File: config.mk
export PLATFORM = sky130hd
export DESIGN_NAME = hazard_ctrl
export DESIGN_NICKNAME = d
export VERILOG_FILES = /design/src/rtl/hazard_pkg.sv /design/src/rtl/hz_perf_cnt.sv /design/src/rtl/hazard_ctrl.sv
export SDC_FILE = /design/constraint.sdc
export NUM_CORES = 1
export LEC_CHECK = 0
export ABC_AREA = 1
export BUFFER_PORTS_ARGS = -buffer_cell sky130_fd_sc_hd__buf_2
export CAP_MARGIN = 5
export CORE_MARGIN = 1.5
export CORE_UTILIZATION = 59
export DETAILED_ROUTE_END_ITERATION = 8
export PLACE_DENSITY = 0.86
export SYNTH_ARGS = -nofsm -noshare
export SYNTH_HDL_FRONTEND = slang
export SYNTH_SLANG_ARGS = --single-unit
export TNS_END_PERCENT = 10
File: constraint.sdc
create_clock -name clk -period 3.3 [get_ports clk]
set_input_delay 0.66 -clock clk [delete_from_list [all_inputs] [get_ports clk]]
set_output_delay 0.66 -clock clk [all_outputs]
set_load 0.02 [all_outputs]
File: src/rtl/hazard_pkg.sv
// Shared types and constants for the pipeline hazard controller.
package hazard_pkg;

    typedef enum logic [1:0] {
        RUN,
        DWAIT,
        RPEND,
        DRPEND
    } hz_state_e;

    typedef struct packed {
        logic ld_pc;
        logic ld_if_id;
        logic flush_if_id;
        logic ld_id_ex;
        logic bubble_id_ex;
        logic ld_ex_mem;
        logic ld_mem_wb;
    } stage_ctrl_t;

    localparam logic [4:0] REG_ZERO = 5'd0;

endpackage

File: src/rtl/hz_perf_cnt.sv
// Saturating event counter used for pipeline performance monitoring.
module hz_perf_cnt #(
    parameter int unsigned CNT_W = 32
) (
    input  logic             clk,
    input  logic             rst_n,
    input  logic             en_i,
    output logic [CNT_W-1:0] cnt_o
);

    logic [CNT_W-1:0] cnt_q;
    logic [CNT_W-1:0] cnt_d;

    always_comb begin
        cnt_d = cnt_q;
        if (en_i && (cnt_q != '1)) begin
            cnt_d = cnt_q + 1'b1;
        end
    end

    always_ff @(posedge clk or negedge rst_n) begin
        if (!rst_n) begin
            cnt_q <= '0;
        end else begin
            cnt_q <= cnt_d;
        end
    end

    assign cnt_o = cnt_q;

endmodule

File: src/rtl/hazard_ctrl.sv
// Pipeline sequencing controller: load-use, redirect and memory-wait hazards,
// per-stage load/flush controls and stall/flush performance counters.
module hazard_ctrl
    import hazard_pkg::*;
#(
    parameter int unsigned CNT_W = 32
) (
    input  logic             clk,
    input  logic             rst_n,
    input  logic [4:0]       id_rs1,
    input  logic [4:0]       id_rs2,
    input  logic             id_use_rs1,
    input  logic             id_use_rs2,
    input  logic             ex_valid,
    input  logic             ex_is_load,
    input  logic [4:0]       ex_rd,
    input  logic             ex_br_taken,
    input  logic             mem_dreq,
    input  logic             dmem_resp,
    input  logic             imem_resp,
    output logic             imem_read,
    output logic             ld_pc,
    output logic             pc_sel_tgt,
    output logic             tgt_capture,
    output logic             ld_if_id,
    output logic             flush_if_id,
    output logic             ld_id_ex,
    output logic             bubble_id_ex,
    output logic             ld_ex_mem,
    output logic             ld_mem_wb,
    output logic [CNT_W-1:0] stall_cnt,
    output logic [CNT_W-1:0] flush_cnt
);

    hz_state_e   state_q, state_d;
    stage_ctrl_t sc;
    logic        lu;
    logic        dstall;
    logic        pend;
    logic        redirect_done;

    assign lu = ex_valid && ex_is_load && (ex_rd != REG_ZERO) &&
                ((id_use_rs1 && (id_rs1 == ex_rd)) ||
                 (id_use_rs2 && (id_rs2 == ex_rd)));

    assign dstall = mem_dreq && !dmem_resp;
    assign pend   = (state_q == RPEND) || (state_q == DRPEND);

    always_ff @(posedge clk or negedge rst_n) begin
        if (!rst_n) begin
            state_q <= RUN;
        end else begin
            state_q <= state_d;
        end
    end

    always_comb begin
        state_d       = state_q;
        sc            = '0;
        pc_sel_tgt    = 1'b0;
        tgt_capture   = 1'b0;
        redirect_done = 1'b0;

        if (dstall) begin
            // Whole pipe frozen; remember whether a redirect is still owed.
            if (state_q == RUN)   state_d = DWAIT;
            if (state_q == RPEND) state_d = DRPEND;
        end else if (pend) begin
            sc.ld_if_id    = 1'b1;
            sc.flush_if_id = 1'b1;
            sc.ld_id_ex    = 1'b1;
            sc.ld_ex_mem   = 1'b1;
            sc.ld_mem_wb   = 1'b1;
            if (imem_resp) begin
                sc.ld_pc      = 1'b1;
                pc_sel_tgt    = 1'b1;
                redirect_done = 1'b1;
                state_d       = RUN;
            end else begin
                state_d       = RPEND;
            end
        end else begin
            // RUN, or DWAIT released this cycle by dmem_resp.
            state_d      = RUN;
            sc.ld_ex_mem = 1'b1;
            sc.ld_mem_wb = 1'b1;
            if (ex_br_taken) begin
                sc.ld_if_id     = 1'b1;
                sc.flush_if_id  = 1'b1;
                sc.ld_id_ex     = 1'b1;
                sc.bubble_id_ex = 1'b1;
                if (imem_resp) begin
                    sc.ld_pc      = 1'b1;
                    pc_sel_tgt    = 1'b1;
                    redirect_done = 1'b1;
                end else begin
                    tgt_capture   = 1'b1;
                    state_d       = RPEND;
                end
            end else if (lu) begin
                sc.ld_id_ex     = 1'b1;
                sc.bubble_id_ex = 1'b1;
            end else if (!imem_resp) begin
                sc.ld_if_id    = 1'b1;
                sc.flush_if_id = 1'b1;
                sc.ld_id_ex    = 1'b1;
            end else begin
                sc.ld_pc    = 1'b1;
                sc.ld_if_id = 1'b1;
                sc.ld_id_ex = 1'b1;
            end
        end
    end

    assign imem_read    = 1'b1;
    assign ld_pc        = sc.ld_pc;
    assign ld_if_id     = sc.ld_if_id;
    assign flush_if_id  = sc.flush_if_id;
    assign ld_id_ex     = sc.ld_id_ex;
    assign bubble_id_ex = sc.bubble_id_ex;
    assign ld_ex_mem    = sc.ld_ex_mem;
    assign ld_mem_wb    = sc.ld_mem_wb;

    hz_perf_cnt #(.CNT_W(CNT_W)) u_stall_cnt (
        .clk   (clk),
        .rst_n (rst_n),
        .en_i  (!sc.ld_pc),
        .cnt_o (stall_cnt)
    );

    hz_perf_cnt #(.CNT_W(CNT_W)) u_flush_cnt (
        .clk   (clk),
        .rst_n (rst_n),
        .en_i  (redirect_done),
        .cnt_o (flush_cnt)
    );

endmodule

* Yosys cells after proc, flatten, opt, wreduce, memory -nomap -nowiden
Index checks and enable logic that the tools add are counted.
** Storage, ports and cells
- Memories kept :: 0
- Bits in registers :: 66
- Bits of input ports :: 25
- RAM bits :: 0
- Latch bits :: 0
- Output and inout bits :: 74
- Bits in read-only memories :: 0
** Cells by class
- Add/sub/neg operators :: 2
- Reductions and logical operators :: 14
- Shift operators :: 0
- Equal/unequal tests :: 7
- Muxes and demuxes :: 20
- Multiply operators :: 0
- Magnitude comparators :: 0
- Bitwise gates (word level) :: 0
- Divide/modulo/power cells :: 0
** Operators by type and width (count)
- $add 32x1->32 const B :: 2
- $ne 32x32->1 const B :: 2
- $mux 2 :: 6
- $eq 5x5->1 :: 2
- $mux 1 :: 10
- $logic_and 1x1->1 :: 8
- $mux 7 :: 1
- $mux 5 :: 1
- $reduce_bool 5->1 :: 1
- $eq 2x2->1 const B :: 2
- $mux 4 :: 1
- $mux 3 :: 1
- $ne 3x1->1 const B :: 1
- $logic_not 1->1 :: 2
- $logic_not 2->1 :: 1
- $logic_or 1x1->1 :: 2

* Longest topological paths before layout
Gate-level depths: netlist (run 1).
- Depth in word-level cells :: 10
- Gate-level depth with buffers :: 12
- Gate-level depth less buffers :: 11

* Modules after synthesis
A second synthesis (run 1) with hierarchy kept.
** Unflattened totals
- Cell total of the unflattened synthesis :: 749
- Area, all modules :: 4750.8 um2
** Modules (own cells, without submodules)
- hz_perf_cnt :: times used 2, cells each 333, area an instance 2190.9 um2
- hazard_ctrl :: times used 1, cells each 83, area an instance 369.1 um2

* Worst setup path before layout (run 1)
Ideal clock, no wire load.
- Path type :: input -> output
- Start :: in ex_rd[3]
- End :: out ld_pc
- Slack :: 1047 ps
- Cell stages on the path :: 10
- Data arrival time :: 1593 ps
- Data required time :: 2640 ps
- Cell sequence :: inv_1 > nand2_1 > nand2_1 > nor2_1 > nand3_1 > nand2_1 > nand3_1 > nand2_1 > buf_2 > inv_1
** On the way
- Cells in the longest elaborated chain, start to end :: 8
** RTL lines
- start: declaration :: RTL line hazard_ctrl.sv:16 : input logic [4:0] ex_rd,
- $eq 5x5->1 (on tied branches) :: RTL line hazard_ctrl.sv:43, hazard_ctrl.sv:44
- $logic_and 1x1->1 (on tied branches) :: RTL line hazard_ctrl.sv:43, hazard_ctrl.sv:44
- $logic_or 1x1->1 :: RTL line hazard_ctrl.sv:43 : ((id_use_rs1 && (id_rs1 == ex_rd)) ||
- $logic_and 1x1->1 (*) :: RTL line hazard_ctrl.sv:42 : assign lu = ex_valid && ex_is_load && (ex_rd != REG_ZERO) &&
- $mux 3 (*) :: RTL line hazard_ctrl.sv:100 : end else if (lu) begin
- $mux 5 (*) :: RTL line hazard_ctrl.sv:87 : if (ex_br_taken) begin
- $mux 4 (*) :: RTL line hazard_ctrl.sv:68 : end else if (pend) begin
- $mux 7 (*) :: RTL line hazard_ctrl.sv:64 : if (dstall) begin
- end: declaration :: RTL line hazard_ctrl.sv:22 : output logic ld_pc,
Every way passes the cells marked *; elsewhere a longest branch is shown, timed or not.

* Final worst setup path (run 1)
Ends and elaborated chain as after synthesis.

==> summary.md, run 1 <==
| Metric | Value |
|---|---|
| Outcome | finished, final reports clean |
| Root buf cell | clkbuf_8 |
| RSZ-0062 raised after global routing | false |
| Reg power frac | a little under half |
| GPL Wtd Cong | 1.01 |
| Core area | 7290 um2 |
| Rel. slew slack | between 50% and 60% |
| Number of top-level pins | 99 |
| Post-layout util | 71.1% |
| Clk buf depth | 2 |
| Detail-routed net length per standard cell | 13.6 um |
| Inserted Clock Buffers | 9 |
| Synth top area share | 36.3% |
| Hold Crit Class | primary input to async pin |
| Detailed-route via count | 4724 |
| GRT Total Usage | between 30% and 40% |
| Worst skew pair latency | between 0.3 and 0.4 ns |
| Post-layout min period | 2.35 ns |
| Initial Util | 61.4% |
| Vias in the first global route | 4257 |
| CP Capture Type | output pin |
| Fin nets | about 810 |
| Synth Warn # | 0 |
| Drt pass-1 iters | 5 |
| Largest net degree at the start of global routing | 32 |
| Slowest CP cell | buf_2 |
| Max_cap viols | 0 |
| First-pass GRT wire length | between 20000 and 25000 um |
| Die Y | 90.1 um |
| Area growth syn-to-layout | 15.9% |
| Count of final setup violators | 0 |
| P_int | 1.33 mW |
| Post-Syn Area | around 4500 um2 |
| Layout cells sized above 1 | approximately 17% |
| Final slew viol count | 0 |
| Synth cell types | 26 |
| Critical path fanouts, max | 4 |
| Most common cell on crit path | nand2_1 |
| Startpoint Class | primary input |
| Crit path DAT | 1.69 ns |
| Overflow after GRT | 0 |
| Fin. Hold Viols | 0 |
| First DRT Iteration DRCs | around 310 |
| CTS Hold Buffers Added | 0 |
| Combinational fraction of design power | 23.2% |
| P_leak | about 2.8 nW |
| Overall routed net length | 12100 um |
| CTS clock-pin slew for the worst setup and hold paths | 0.08 ns |
| Clock Power Share | 29.6% |
| Port Buf Inserts | just under 100 |
| H-tree depth | 3 |
| P_sw | roughly 0.76 mW |
| Setup Buffers After CTS | 0 |
| Area leader, netlist | dfrtp_1 |
| Ant diodes | 0 |
| Number of synthesized register bits | 65 |
| Crit share post-route | 71.1% |
| Post-DP HPWL | 9130 um |
| Pwr/cell area | around 400 nW/um2 |
| Critical Path, Cell by Cell | buf_2, inv_1, nand2_1, nand2_1, nor2_1, nand3_1, nand2_1, nand3_1, nand2_1, inv_1, buf_2 |
| Switching Share | 36.3% |
| Worst-Margin Slew | 0.701 ns |
| Critical path required time | 2.64 ns |
| Peak VDD IR | 353 uV |
| Sequential share of the synthesized area | 36.3% |
| Syn_nets | 712 |
| Vias/cell | 5.33 |
| Setup TNS | 0 ns |
| CTS sink count | 65 |
| PostCTS Resize Cnt | 0 |
| Initial antenna violation count | 0 |
| Residual DRC | 0 |
| Worst Skew | roughly 0.015 ns |
| Max stage delay on crit path | 0.19 ns |
| Syn avg cell area | 6.53 um2 |
| Syn Inst Count | 685 |
| Die ar. | 8120 um2 |
| Post-DRT Antenna Nets | 0 |
| Core Rows | 31 |
| CTS tree | yes |
| Worst Setup Path Type | primary input to output pin |
| Synth area leaders | dfrtp_1 36%, nand2_1 24%, nor2_1 7.6%, xor2_1 6.8%, nand3_1 5.6% |
| Max frequency | 0.426 GHz |
| Die width | 90.1 um |
[logic make-up after synthesis]
group / Yosys count / synth area share, %
adder cells (fa/ha/maj): 2 / 0.559
buffers and inverters: 82 / 8.05
AO/OA/AOI/OAI: 10 / 1.17
flip-flops: 65 / 36.3
AND/OR/NAND/NOR: 479 / 44.8
other: 1 / 0.0838
XOR/XNOR: 46 / 9.00
[critical path: cells and delay by family]
kind                   cells  cell delay (ns)
buffers and inverters      4             0.53
AND/OR/NAND/NOR            7             0.48
[power by group through the flow]
stage	clock network, mW	logic (mW)	registers, mW
4_1_cts	0.619	0.485	0.981
3_5_place_dp	0	0.483	0.997
2_1_floorplan	0	0.236	1.07
3_3_place_gp	0	0.472	0.991
6_report	0.616	0.483	0.984
5_1_grt	0.656	0.535	1.00
[path summary, 6_finish.rpt]
check                                     start                    end  slack [ns]  depth (start not counted)
max                                    ex_rd[3]                  ld_pc        0.95                         11
min                                       rst_n   u_flush_cnt.cnt_o[4]        0.30                          1
max reg2reg                u_stall_cnt.cnt_o[0]   u_stall_cnt.cnt_o[4]        1.07                          9
min reg2reg                u_flush_cnt.cnt_o[6]   u_flush_cnt.cnt_o[6]        0.52                          1
max in group asynchronous                 rst_n  u_stall_cnt.cnt_o[18]        2.30                          2
min in group clk           u_flush_cnt.cnt_o[6]   u_flush_cnt.cnt_o[6]        0.52                          1
[per-stage QoR]
| stage | area [um2] | setup WS, ns | power, mW | cells | hold WS (ns) |
|---|---|---|---|---|---|
| finish | 5190 | 0.952 | 2.08 | 886 | 0.302 |
| global placement | 5010 | 0.975 | 1.46 | 870 | 0.496 |
| detailed placement | 5010 | 0.872 | 1.48 | 870 | 0.506 |
| CTS | 5190 | 0.962 | 2.09 | 886 | 0.325 |
| global route | 5190 | 0.798 | 2.19 | 886 | 0.357 |
| floorplan | 4480 | 1.05 | 1.31 | 685 | 0.364 |
[registers in the layout (all words and copies together), names as in the netlist]
register           count
u_stall_cnt.cnt_o     32
u_flush_cnt.cnt_o     32
state_q                1
[synthesized netlist by cell type]
library cell  number
inv_1             64
o21ai_1            4
xnor2_1           11
buf_4              5
buf_6              3
nor3_1            26
xor2_1            35
and2_1             1
nand3_1           50
nor3_2             2
a21oi_1            2
buf_2              9
dfrtp_1           65
conb_1             1
o21ai_0            3
nand3_2            3
ha_1               2
nand2_1          283
nor2_4             2
inv_2              1
a211oi_1           1
nand2_2            3
nand4_1            8
nor2_1            91
nor2_2             2
nand3b_1           8
[area by class of cell]
cell class / instances / area, um2
clock buffer: 12 / 145
clock inverter: 4 / 28.8
fill: 679 / 2100
inverter: 65 / 244
multi-input combinational: 538 / 2490
sequential: 65 / 1630
tap: 99 / 124
timing repair buffer: 103 / 531
[layout by cell type (no fill, tap or decap), drive strengths merged]
master,n
nand4,8
nor2,95
conb,1
dfrtp,65
ha,2
xor2,35
inv,65
clkinv,2
nand2,286
nand3,53
buf,103
clkbuf,12
xnor2,11
clkinvlp,2
a211oi,1
a21oi,2
nand3b,8
o21ai,7
nor3,28
and2,1
[routing by layer]
| layer | GRT usage, % | share of wire, % | routed length, um |
|---|---|---|---|
| met1 | 42.8 | 45 | 5450 |
| met4 | 9.79 | 1.9 | 230 |
| met3 | 5.58 | 8.4 | 1010 |
| met5 | 0 | 0 | 0 |
| met2 | 46.7 | 45 | 5380 |
Note: power is estimated with default switching activity, not from simulation.
==> inputs of run 2 (changes only) <==
- CORE_UTILIZATION: 59 -> 50
- PLACE_DENSITY: 0.86 -> 0.77
- clock period: 3.3 -> 1.9 ns (I/O delays scaled with it)
==> summary.md, run 2 (synthesis results as in run 1) <==
| Metric | Value |
|---|---|
| Overall routed net length | 12900 um |
| Hold Crit Class | primary input to async pin |
| P_int | 2.84 mW |
| Critical Path, Cell by Cell | nand2_1, nor3_2, nand2_1, nor2_4, nand2_1, nand2_2, clkinvlp_4, buf_4, nand2_1, o21ai_1 |
| Fin nets | 850 |
| R2R Setup Slk | 0.05 ns |
| CTS clock-pin slew for the worst setup and hold paths | 0.08 ns |
| Core Rows | 34 |
| Worst Skew | between 0.008 and 0.009 ns |
| P_sw | 1.36 mW |
| Area growth syn-to-layout | 27.9% |
| Residual DRC | 0 |
| Fin. Hold Viols | 0 |
| Layout cells sized above 1 | 23.3% |
| WP buf/inv | 2 |
| CP startpoint | u_flush_cnt.cnt_o[11] |
| First DRT Iteration DRCs | 291 |
| Reg area | ~1600 um2 |
| Setup crit end | u_flush_cnt.cnt_o[9] |
| Met3 routed WL | 670 um |
| Max frequency | around 0.54 GHz |
| Peak VDD IR | ~580 uV |
| CTS sink count | 65 |
| Post-DP HPWL | 9890 um |
| Worst Setup Path Type | flop to flop |
| Vias in the first global route | 4368 |
| Outcome | finished, final reports clean |
| Final slew viol count | 0 |
| Power Total | between 4 and 5 mW |
| R2R cell count | 10 |
| Design Area, Final | ~5700 um2 |
| Initial antenna violation count | 0 |
| CP Capture Type | flop |
| RSZ-0062 raised after global routing | true |
| Rel. slew slack | between 60 and 70% |
| Layout fillers | slightly above 800 |
| Ant diodes | 0 |
| Slowest CP cell | dfrtp_1 |
| Most frequent cells in the layout | 281 x nand2_1, 97 x buf_2, 87 x nor2_1 |
| Reg power frac | 40.2% |
| Number of top-level pins | 99 |
| Root buf cell | clkbuf_8 |
| Post-DRT Antenna Nets | 0 |
| RR Startpoint | u_flush_cnt.cnt_o[11] |
| Critical path fanouts, max | 7 |
| CTS Hold Buffers Added | 0 |
| Die ar. | 9530 um2 |
| Max_cap viols | 0 |
| Area after DPL | 5290 um2 |
| CTS tree | yes |
| Worst skew pair latency | 0.35 ns |
| Vias/cell | 5.19 |
| Top routing layer in use | met4 |
| Clock Power Share | 36.1% |
| Detailed-route via count | 4856 |
| Place WS | 0.0267 ns |
| Overflow after GRT | 0 |
| H-tree depth | 3 |
| Die width | 97.6 um |
| Worst-Margin Slew | 0.585 ns |
| Post-layout min period | approximately 1.8 ns |
| Max stage delay on crit path | around 0.38 ns |
| Crit path max-delay family | simple AND/OR/NAND/NOR gates |
| Startpoint Class | flop |
| Multi-input logic area | 2570 um2 |
| Switching Share | 32.4% |
| Most common cell on crit path | nand2_1 |
| Crit path DAT | approximately 2.1 ns |
| Worst r2r dst | u_flush_cnt.cnt_o[9] |
| P_leak | 3.05 nW |
| Core area | slightly below 9000 um2 |
| Setup TNS | 0 ns |
| Die Y | 97.6 um |
| First-pass GRT wire length | around 21000 um |
| Critical path required time | 2.13 ns |
| Drt pass-1 iters | 5 |
| Count of final setup violators | 0 |
| Pwr/cell area | ~730 nW/um2 |
| Port Buf Inserts | 97 |
| Combinational fraction of design power | a little under a quarter |
| GRT Total Usage | 27.3% |
| Inserted Clock Buffers | 9 |
| WL met1 | 6030 um |
| Initial Util | 51.6% |
| Largest net degree at the start of global routing | 32 |
| Worst path depth | 10 |
| Crit share post-route | 97.1% |
| GPL Wtd Cong | 0.984 |
| Commonest non-fill, non-tap cell in the layout | nand2_1 |
| DR WL met2 | approximately 5900 um |
| Clk buf depth | 2 |
| Final WS setup | approximately 0.055 ns |
| Detail-routed net length per standard cell | 13.8 um |
[run 2: how the worst min path moves through the flow]
stage	startpoint	endpoint	slack [ns]	cells past startpoint
6_report	rst_n	u_flush_cnt.cnt_o[8]	0.03	1
4_1_cts	rst_n	u_flush_cnt.cnt_o[3]	0.05	1
3_3_place_gp	rst_n	state_q[1]	0.41	1
3_5_place_dp	rst_n	state_q[1]	0.42	1
5_1_grt	rst_n	u_flush_cnt.cnt_o[26]	0.07	1
2_1_floorplan	rst_n	state_q[1]	0.08	0
[run 2: worst reg2reg max path, cell delays in order (launching register included)]
cell and delay [ns]:
dfrtp_1 0.38, nand2_1 0.10, nor3_2 0.24, nand2_1 0.16, nor2_4 0.14, nand2_1 0.08, nand2_2 0.10, clkinvlp_4 0.21
buf_4 0.21, nand2_1 0.05, o21ai_1 0.06
[run 2: final cells by class]
cell class,instances,area share (%)
clock buffers,12,2.71
clock inverters,4,1.73
inverters,65,4.33
well taps,108,2.36
flip-flops and latches,65,28.6
multi-input cells,538,44.9
repair buffers,144,15.4
[run 2: through the flow]
step	hold slack (ns)	utilization, %	instances
detailed placement	0.424	60.9	909
floorplan	0.0844	-	685
global placement	0.407	60.9	909
finish	0.0268	65.9	936
CTS	0.0452	63.9	925
global route	0.0673	65.9	936
[run 2: what timing repair did]
item | 4_1_cts | 5_1_grt
cloned | 0 | 1
pin swaps | 0 | 6
setup buffers | 0 | 10
setup endpoints to repair | 1 | 57
resized for setup | 2 | 27
[run 2: power groups by stage]
stage | registers, mW | logic (mW) | clock network (mW)
2_1_floorplan | 1.86 | 0.411 | 0
3_3_place_gp | 1.70 | 0.920 | 0
3_5_place_dp | 1.71 | 0.944 | 0
4_1_cts | 1.68 | 0.947 | 1.53
5_1_grt | 1.71 | 1.09 | 1.57
6_report | 1.69 | 0.995 | 1.51
[run 2: layer usage]
layer	track usage, %	vias to the layer above
met5	0	-
met4	10.5	0
met3	3.53	26
li1	-	2393
met2	42.9	157
met1	38.2	2280
==> inputs of run 3 (changes only) <==
- ABC_AREA: 1 -> not set
- CORE_UTILIZATION: 50 -> 46
- PLACE_DENSITY: 0.77 -> 0.76
==> summary.md, run 3 <==
| Metric | Value |
|---|---|
| GPL Wtd Cong | 0.879 |
| Largest net degree at the start of global routing | 66 |
| Layout cells sized above 1 | 44.7% |
| Cell with the most instances after synthesis | dfrtp_1 |
| Placed instance count | 560 |
| Hold Crit Class | primary input to async pin |
| FFs w/ async S/R, synth | 100% |
| Synth Area in Simple Gates | 23.2% |
| Drt pass-1 iters | 4 |
| P_leak | 2.42 nW |
| Count of final setup violators | 36 |
| GRT Total Usage | a little over a fifth |
| Area leader, netlist | dfrtp_1 |
| Multi-input logic area | 1620 um2 |
| Post-Synth XOR/XNOR Area | a little under a fifth |
| First-pass GRT wire length | 12800 um |
| Final WS setup | -0.271 ns |
| P_sw | 1.13 mW |
| Initial Util | a little under half |
| Critical path fanouts, max | 13 |
| Post-layout min period | between 2 and 2.5 ns |
| Root buf cell | clkbuf_8 |
| WP buf/inv | 1 |
| CP Capture Type | flop |
| Layout fillers | 537 |
| Crit path DAT | 2.39 ns |
| Synth Flop Type | dfrtp_1 |
| Post-DP HPWL | 5770 um |
| Residual DRC | 0 |
| Syn avg cell area | approximately 10 um2 |
| Synth Area in Adders | less than 1% |
| Area growth syn-to-layout | 42.7% |
| Largest family of logic cells by synthesized area | simple AND/OR/NAND/NOR gates |
| Commonest non-fill, non-tap cell in the layout | buf_2 |
| Most instantiated cells after synthesis | 65 x dfrtp_1, 38 x xnor2_1, 32 x xor2_1, 26 x nand2_1 |
| Number of synthesized register bits | 65 |
| Die ar. | about 7600 um2 |
| R2R Setup Slk | -0.27 ns |
| Reg power frac | 47.2% |
| Core Rows | 30 |
| Vias in the first global route | approximately 2900 |
| Clock Power Share | 28.1% |
| CTS sink count | 65 |
| Post-synthesis compound-gate area fraction | 3.04% |
| Vias/cell | just under 5 |
| Number of top-level pins | 99 |
| Most frequent cells in the layout | 92 x buf_2, 65 x buf_4, 60 x dfrtp_1 |
| Combinational fraction of design power | 24.7% |
| Worst Skew | 0.0116 ns |
| Sequential share of the synthesized area | 50.1% |
| Max frequency | around 0.46 GHz |
| Critical path required time | 2.12 ns |
| RR Startpoint | u_stall_cnt.cnt_o[14] |
| R2R cell count | 8 |
| Inserted Clock Buffers | 9 |
| Worst r2r dst | u_stall_cnt.cnt_o[4] |
| Clk buf depth | 2 |
| Synth Warn # | 0 |
| Core area | around 6800 um2 |
| Die Y | 87.0 um |
| Post-DRT Antenna Nets | 0 |
| Detailed-route via count | 2878 |
| Outcome | complete, but fails checks |
| Initial antenna violation count | 0 |
| Die width | 87.0 um |
| Most common cell on crit path | or3_4 |
| Pwr/cell area | roughly 760 nW/um2 |
| Slowest CP cell | dfrtp_2 |
| Peak VDD IR | about 770 uV |
| Power Total | 3.52 mW |
| Fin. Hold Viols | 0 |
| Syn Inst Count | approximately 310 |
| Port Buf Inserts | 97 |
| Mux cell area share after synthesis | 0.809% |
| Reg area | 1630 um2 |
| RSZ-0062 raised after global routing | true |
| Worst Setup Path Type | flop to flop |
| P_int | 2.39 mW |
| Failing checks | setup timing |
| CTS clock-pin slew for the worst setup and hold paths | 0.07 ns |
| Ant diodes | 0 |
| Synth area leaders | dfrtp_1 50%, xnor2_1 10%, xor2_1 8.6%, nand3_1 3.4%, nand2_1 3.0% |
| Startpoint Class | flop |
| Detail-routed net length per standard cell | 13.7 um |
| Fin nets | 508 |
| CP startpoint | u_stall_cnt.cnt_o[14] |
| Post-synth EDFFs | 0 |
| Crit share post-route | 114% |
| Overflow after GRT | 0 |
| Switching Share | 32.0% |
| CTS tree | yes |
| Finished Layout Cells | 581 |
| Overall routed net length | 7990 um |
| Syn_nets | 341 |
| Final slew viol count | 0 |
| Synth top area share | approximately half |
| Synth cell types | 42 |
| Post-Syn Area | 3250 um2 |
| Crit path max-delay family | simple AND/OR/NAND/NOR gates |
| Max stage delay on crit path | 0.38 ns |
| Critical Path, Cell by Cell | nand3_2, or3_4, or3_4, nand3b_4, o21a_1, buf_12, and4_1, xor2_1 |
| Max_cap viols | 0 |
| H-tree depth | 3 |
| First DRT Iteration DRCs | 68 |
| Worst skew pair latency | about 0.34 ns |
## run 3: cells by family after synthesis
group                      after synthesis
and+or+nand+nor                        139
muxes                                    2
other                                    1
xor gates and xnor gates                70
buffers and inverters                   21
adders and majority gates                2
DFF                                     65
AOI/OAI and AO/OA                       14
## run 3: power by group through the flow
stage | clock network, mW | registers, mW | logic (mW)
final | 0.989 | 1.66 | 0.870
after global routing | 1.08 | 1.68 | 0.938
after CTS | 1.02 | 1.65 | 0.851
after detailed placement | 0 | 1.67 | 0.837
after global placement | 0 | 1.67 | 0.807
after floorplan | 0 | 1.84 | 0.287
## run 3: per-layer routing
metal	vias to the layer above	GRT usage, %	part of all wire [%]
li1	1401	-	-
met4	0	7.48	1.3
met5	-	0	0
met2	88	37.7	51
met1	1377	26.0	42
met3	12	6.73	5.6
## run 3: layout make-up
cell class	instances	share of cell area (%)
multi-input combinational	228	35.0
inverter	13	1.05
clock buffer	11	3.05
clock inverter	4	0.432
sequential	65	35.2
timing repair buffer	164	22.6
tap	96	2.59
## run 3: worst register-to-register path, stage by stage (launching register included)
cell      delay [ns]
dfrtp_2         0.38
nand3_2         0.10
or3_4           0.34
or3_4           0.35
nand3b_4        0.19
o21a_1          0.22
buf_12          0.15
and4_1          0.20
xor2_1          0.13
## run 3: repair_timing
action	4_1_cts	5_1_grt
buffers inserted	1	5
pin swaps	14	15
resized for setup	14	17
endpoints found under the setup margin	36	44
hold buffers	0	0
## run 3: metrics by stage
step	utilization [%]	setup TNS, ns	hold WS [ns]	setup slack [ns]	area [um2]
2_1_floorplan	-	-12.24	0.0844	-0.436	3280
3_3_place_gp	63.4	-10.53	0.417	-0.384	4310
3_5_place_dp	63.4	-13.29	0.422	-0.466	4310
4_1_cts	66.7	-5.20	0.0460	-0.283	4530
5_1_grt	68.2	-8.79	0.0573	-0.354	4630
6_report	68.2	-5.78	0.0362	-0.271	4630
## run 3: how the worst max path moves through the flow
stage                                       end  slack, ns  cells after the start
after detailed placement  u_stall_cnt.cnt_o[17]      -0.47                      8
after global placement    u_stall_cnt.cnt_o[28]      -0.38                      9
final                      u_stall_cnt.cnt_o[4]      -0.27                      8
after CTS                           flush_if_id      -0.28                      7
after global routing                flush_if_id      -0.35                      7
after floorplan            u_stall_cnt.cnt_o[1]      -0.44                      9
